[src/rtl/celement_pipe_n.sv]
// N-stage clocked Muller C-element pipeline with a two-phase handshake at both ends.
// Each stage can wait a programmable number of enabled cycles before it fires, and the ack back to the predecessor can be delayed.
module celement_pipe_n #(
  parameter int               DEPTH      = 4,
  parameter logic [DEPTH-1:0] INIT_STATE = '0,
  parameter int               SEND_DLY   = 0,
  parameter int               ACK_DLY    = 0,
  parameter int               DLY_W      = 4,
  parameter int               SYNC       = 0
) (
  input  logic             CLK,
  input  logic             RESETN,
  input  logic             SENDIN,
  input  logic             ACKIN,
  input  logic             LOPEN,
  output logic             SENDOUT,
  output logic             ACKOUT,
  output logic [DEPTH-1:0] CP,
  output logic [DEPTH-1:0] STATE
);

  localparam logic [DLY_W-1:0] SEND_DLY_C = DLY_W'(SEND_DLY);

  logic             send_s;
  logic             ack_s;
  logic [DEPTH-1:0] c_q, c_d;
  logic [DEPTH-1:0] cp_q, cp_d;
  logic [DLY_W-1:0] cnt_q [DEPTH];
  logic [DLY_W-1:0] cnt_d [DEPTH];
  logic [DEPTH-1:0] p, n, en, ready;

  generate
    if (SYNC != 0) begin : g_sync
      logic [1:0] send_sync_q;
      logic [1:0] ack_sync_q;
      always_ff @(posedge CLK or negedge RESETN) begin
        if (!RESETN) begin
          send_sync_q <= '0;
          ack_sync_q  <= '0;
        end else begin
          send_sync_q <= {send_sync_q[0], SENDIN};
          ack_sync_q  <= {ack_sync_q[0], ACKIN};
        end
      end
      assign send_s = send_sync_q[1];
      assign ack_s  = ack_sync_q[1];
    end else begin : g_nosync
      assign send_s = SENDIN;
      assign ack_s  = ACKIN;
    end
  endgenerate

  // Stage i sees its predecessor's output on p and its successor's output on n.
  // The two ends of the chain see the external request and acknowledge instead.
  assign p  = {c_q[DEPTH-2:0], send_s};
  assign n  = {ack_s, c_q[DEPTH-1:1]};
  assign en = (p ^ n) & (c_q ^ p);

  generate
    for (genvar gi = 0; gi < DEPTH; gi++) begin : g_stage
      if (SEND_DLY == 0) begin : g_nodly
        assign ready[gi] = 1'b1;
      end else begin : g_dly
        assign ready[gi] = (cnt_q[gi] >= SEND_DLY_C);
      end
    end
  endgenerate

  always_comb begin
    c_d  = c_q;
    cp_d = '0;
    for (int i = 0; i < DEPTH; i++) begin
      cnt_d[i] = cnt_q[i];
    end
    if (LOPEN) begin
      for (int i = 0; i < DEPTH; i++) begin
        if (!en[i]) begin
          cnt_d[i] = '0;
        end else if (!ready[i]) begin
          cnt_d[i] = cnt_q[i] + DLY_W'(1);
        end else begin
          c_d[i]   = p[i];
          cnt_d[i] = '0;
          cp_d[i]  = 1'b1;
        end
      end
    end
  end

  always_ff @(posedge CLK or negedge RESETN) begin
    if (!RESETN) begin
      c_q  <= INIT_STATE;
      cp_q <= '0;
      for (int i = 0; i < DEPTH; i++) begin
        cnt_q[i] <= '0;
      end
    end else begin
      c_q  <= c_d;
      cp_q <= cp_d;
      for (int i = 0; i < DEPTH; i++) begin
        cnt_q[i] <= cnt_d[i];
      end
    end
  end

  generate
    if (ACK_DLY == 0) begin : g_ack_direct
      assign ACKOUT = c_q[0];
    end else begin : g_ack_chain
      logic [ACK_DLY-1:0] ack_dly_q;
      logic [ACK_DLY-1:0] ack_dly_d;
      // Shift left with c[0] entering at bit 0; the top bit falls off the truncating cast.
      assign ack_dly_d = ACK_DLY'({ack_dly_q, c_q[0]});
      always_ff @(posedge CLK or negedge RESETN) begin
        if (!RESETN) begin
          ack_dly_q <= {ACK_DLY{INIT_STATE[0]}};
        end else begin
          ack_dly_q <= ack_dly_d;
        end
      end
      assign ACKOUT = ack_dly_q[ACK_DLY-1];
    end
  endgenerate

  assign SENDOUT = c_q[DEPTH-1];
  assign STATE   = c_q;
  assign CP      = cp_q;

endmodule
[config.mk]
export PLATFORM = sky130hd
export DESIGN_NAME = celement_pipe_n
export DESIGN_NICKNAME = d
export VERILOG_FILES = /design/src/rtl/celement_pipe_n.sv
export SDC_FILE = /design/constraint.sdc
export NUM_CORES = 1
export LEC_CHECK = 0
export CORE_AREA = 2 2 39 41
export CTS_BUF_LIST = sky130_fd_sc_hd__clkbuf_4 sky130_fd_sc_hd__clkbuf_8
export DETAILED_ROUTE_END_ITERATION = 7
export DIE_AREA = 0 0 41 43
export PLACE_DENSITY_LB_ADDON = 0.2
export SYNTH_ARGS = -nofsm -noshare
export SYNTH_HDL_FRONTEND = slang
export SYNTH_SLANG_ARGS = --single-unit
[constraint.sdc]
create_clock -name CLK -period 1.47 [get_ports CLK]
set_input_delay 0.294 -clock CLK [delete_from_list [all_inputs] [get_ports CLK]]
set_output_delay 0.294 -clock CLK [all_outputs]
set_load 0.005 [all_outputs]
==> metrics.txt <==
# TYPE chip_impl_metric gauge
chip_impl_info{name="run_status",value="finished, final reports clean"} 1
chip_impl_metric{name="synth_seq_area_share",unit="%"} 52.1
chip_impl_metric{name="cp_data_arrival_time",unit="ns"} 1.11
chip_impl_metric{name="cp_num_cells",unit=""} 1
chip_impl_info{name="slowest_stage",value="clkdlybuf4s50_1"} 1
chip_impl_metric{name="critPathMaxStageDelay",unit="ns"} 0.50
chip_impl_metric{name="cts.htree.levels",unit=""} 1
chip_impl_metric{name="syn_to_final_growth",unit="%"} 53.4
chip_impl_metric{name="worstSkewPairLatency",unit="ns"} 0.25
chip_impl_info{name="synth_area_leaders",value="dfrtp_1 (52%), nand3b_1 (7.8%), a21boi_0 (5.9%)"} 1
chip_impl_metric{name="multiInputGateArea",unit="µm²"} 154
chip_impl_info{name="worstHoldPathType",value="input port to asynchronous set/reset pin"} 1
chip_impl_metric{name="power.combinational.fraction",unit="%"} 54.0
chip_impl_metric{name="detail_route.drc_violations",unit=""} 0
chip_impl_metric{name="route.vias.total",unit=""} 345
chip_impl_info{name="cp-startpoint",value="STATE[0]$_DFFE_PN0P_"} 1
chip_impl_metric{name="cts_buffers",unit=""} 3
chip_impl_metric{name="drt-wirelength-per-cell",unit="µm"} 9.88
chip_impl_metric{name="timing_worst_slew_pin_value",unit="ns"} 0.379
chip_impl_info{name="r2r-start",value="STATE[1]$_DFFE_PN0P_"} 1
chip_impl_metric{name="net-switching-power",unit="µW"} 347
chip_impl_metric{name="syn_avg_cell_area",unit="µm²"} 9.15
chip_impl_metric{name="power.static_leakage",unit="nW"} 0.257
chip_impl_metric{name="drt-initial-drc-count",unit=""} 2
chip_impl_metric{name="die_w",unit="µm"} 41
chip_impl_metric{name="cts_max_path_buffers",unit=""} 2
chip_impl_info{name="cts_tree",value="done"} 1
chip_impl_metric{name="setup-tns-final",unit="ns"} 0
chip_impl_info{name="synth-main-ff-cell",value="dfrtp_1"} 1
chip_impl_info{name="rr_endpoint",value="CP[2]$_DFF_PN0_"} 1
chip_impl_metric{name="cts.repair.resized",unit=""} 0
chip_impl_metric{name="pin_count_of_the_biggest_net_entering_global_routing",unit=""} 11
chip_impl_metric{name="number_of_cell_instances_on_the_worst_register_to_register_path",unit=""} 5
chip_impl_metric{name="ys_ff_latch",unit=""} 8
chip_impl_metric{name="synth_cell_type_count",unit=""} 17
chip_impl_metric{name="synthesis.instances",unit=""} 42
chip_impl_metric{name="syn-num-nets",unit=""} 47
chip_impl_metric{name="synth_async_sr_flop_share",unit="%"} 100
chip_impl_metric{name="floorplan.initialDensity",unit="%"} 27.8
chip_impl_metric{name="required_time_at_the_endpoint_of_the_critical_path",unit="ns"} 1.18
chip_impl_metric{name="grt_usage",unit="%"} 11.9
chip_impl_metric{name="clock_power_share",unit="%"} 15.1
chip_impl_info{name="critical_path.cell_chain",value="clkdlybuf4s50_1"} 1
chip_impl_metric{name="synth_edf_count",unit=""} 0
chip_impl_metric{name="power",unit="mW"} 1.09
chip_impl_metric{name="synth_warnings",unit=""} 0
chip_impl_metric{name="fp-row-count",unit=""} 14
chip_impl_metric{name="finalWorstPathRequiredPeriod",unit="ns"} 1.41
chip_impl_metric{name="finalSetupViolations",unit=""} 0
chip_impl_metric{name="antenna_cells_inserted",unit=""} 0
chip_impl_metric{name="cts_hold_buf",unit=""} 0
chip_impl_metric{name="detail_route.first_pass.iterations",unit=""} 4
chip_impl_metric{name="cp_max_fo",unit=""} 3
chip_impl_metric{name="slew_headroom",unit="%"} 74.7
chip_impl_metric{name="core",unit="µm²"} 1380
chip_impl_metric{name="finalNonFillerCells",unit=""} 77
chip_impl_metric{name="fin_nets",unit=""} 68
chip_impl_metric{name="num_io_pins",unit=""} 15
chip_impl_metric{name="clkSinkCount",unit=""} 8
chip_impl_metric{name="grt_pass1_wl",unit="µm"} 1360
chip_impl_metric{name="die-area",unit="µm²"} 1760
chip_impl_metric{name="detail_route.vias_per_cell",unit=""} 4.48
chip_impl_metric{name="via_count_of_the_first_global_routing_pass",unit=""} 331
chip_impl_metric{name="die_y",unit="µm"} 43
chip_impl_metric{name="p_per_cell_area",unit="nW/µm²"} 1850
chip_impl_info{name="worst-setup-path-type",value="flop to primary output"} 1
chip_impl_metric{name="route.final.wire_length",unit="µm"} 761
chip_impl_metric{name="worst-path-buf-inv",unit=""} 1
chip_impl_metric{name="filler_cell_count",unit=""} 153
chip_impl_metric{name="final-hold-violation-count",unit=""} 0
chip_impl_metric{name="final_core_util",unit="%"} 42.6
chip_impl_info{name="cell_at_the_root_of_the_clock_tree",value="clkbuf_4"} 1
chip_impl_metric{name="fmax",unit="GHz"} 0.711
chip_impl_info{name="cell_family_with_most_cp_delay",value="buffers and inverters"} 1
chip_impl_metric{name="irDropWorstVdd",unit="V"} 0.000779
chip_impl_info{name="synthTopCellsByCount",value="dfrtp_1 (8), nor2_1 (5), a21oi_1 (4), nand2_1 (4), nand3b_1 (4)"} 1
chip_impl_metric{name="portBuffers",unit=""} 14
chip_impl_info{name="crit_end",value="STATE[0]"} 1
chip_impl_metric{name="worst_setup_hold_path_clk_slew",unit="ns"} 0.06
chip_impl_metric{name="place.gp.congestion",unit=""} 0.688
chip_impl_info{name="most_common_cell_in_the_synthesized_netlist",value="dfrtp_1"} 1
chip_impl_metric{name="hold_slack",unit="ns"} 0.330
chip_impl_metric{name="synth_top_area_share",unit="%"} 52.1
chip_impl_metric{name="syn-cell-area",unit="µm²"} 384
chip_impl_metric{name="cap_violations",unit=""} 0
chip_impl_metric{name="cellInternalPower",unit="µW"} 740
chip_impl_metric{name="ant_nets",unit=""} 0
chip_impl_metric{name="regToRegSetupSlack",unit="ns"} 0.22
chip_impl_info{name="synth_top_area_cell",value="dfrtp_1"} 1
chip_impl_metric{name="grt_overflow_total",unit=""} 0
chip_impl_metric{name="maxSlewViolCount",unit=""} 0
chip_impl_metric{name="post-place-cells",unit=""} 73
chip_impl_metric{name="timing.final.crit_share",unit="%"} 95.7
chip_impl_info{name="cp-start-kind",value="flop"} 1
chip_impl_metric{name="postCtsSetupBuffers",unit=""} 1
chip_impl_info{name="unrepaired_setup_endpoints_after_global_routing",value="false"} 1
chip_impl_metric{name="p_seq_share",unit="%"} 30.9
chip_impl_metric{name="antenna_found_initial",unit=""} 0
chip_impl_metric{name="final.setup_skew",unit="ns"} 0.00369
chip_impl_metric{name="dpl.hpwl",unit="µm"} 573
chip_impl_metric{name="sequential_cell_area",unit="µm²"} 200
chip_impl_info{name="category_of_the_worst_setup_path_capture_point",value="primary output"} 1
chip_impl_metric{name="switching_part_of_the_total_power",unit="%"} 31.9
chip_impl_metric{name="post_route_cells_drive_above_1_share",unit="%"} 16.4
through the flow:
stage	setup slack [ns]	area (µm²)
3_3_place_gp	0.173	559
2_1_floorplan	0.376	384
6_report	0.0633	589
5_1_grt	0.0116	589
3_5_place_dp	0.136	559
4_1_cts	0.0471	589
flip-flops by register name, summed over array words and instances, names as in the netlist:
| register | cells |
|---|---|
| CP | 4 |
| STATE | 4 |
layout by cell type, fill, tap and decap left out, types with 2 or more instances in the layout:
cell / synthesis / final
a21boi_0: 3 / 3
a21oi_1: 4 / 4
buf_4: 2 / 6
clkbuf_4: 0 / 3
clkdlybuf4s50_1: 0 / 14
dfrtp_1: 8 / 8
nand2_1: 4 / 4
nand3b_1: 4 / 4
nor2_1: 5 / 5
o21ai_0: 2 / 2
logic make-up after synthesis:
| logic type | count (synthesis) | synth area share, % |
|---|---|---|
| and+or+nand+nor | 17 | 22.8 |
| DFF | 8 | 52.1 |
| buffers and inverters | 6 | 7.82 |
| AOI/OAI and AO/OA | 11 | 17.3 |
cell type report:
class,instances,area share [%]
Clock buffer,3,3.82
Tap cell,16,3.40
Inverter,2,1.27
Sequential cell,8,34.0
Timing Repair Buffer,20,31.4
Multi-Input combinational cell,28,26.1
worst min path at each step:
stage,startpoint,endpoint,slack (ns),cells after the start
after global placement,RESETN,CP[2]$_DFF_PN0_,0.60,1
after floorplan,RESETN,CP[0]$_DFF_PN0_,-0.002,0
after detailed placement,RESETN,CP[2]$_DFF_PN0_,0.60,1
after CTS,RESETN,CP[1]$_DFF_PN0_,0.33,1
final,RESETN,CP[1]$_DFF_PN0_,0.33,1
after global routing,RESETN,CP[3]$_DFF_PN0_,0.35,1
power groups by stage:
stage | combinational, mW | clock, mW | sequential, mW
after detailed placement | 0.561 | 0 | 0.350
after global routing | 0.665 | 0.182 | 0.347
after CTS | 0.593 | 0.172 | 0.338
final | 0.587 | 0.165 | 0.336
after global placement | 0.558 | 0 | 0.350
after floorplan | 0.220 | 0 | 0.390
layer usage:
metal / GRT usage [%] / part of all wire, % / vias to the layer above
met5: 0 / 0 / -
met1: 15.3 / 44 / 159
met3: 3.14 / 4.9 / 2
met2: 15.6 / 50 / 8
met4: 10.0 / 1.3 / 0
li1: - / - / 176
No activity file was read; power rests on OpenSTA's default activity.
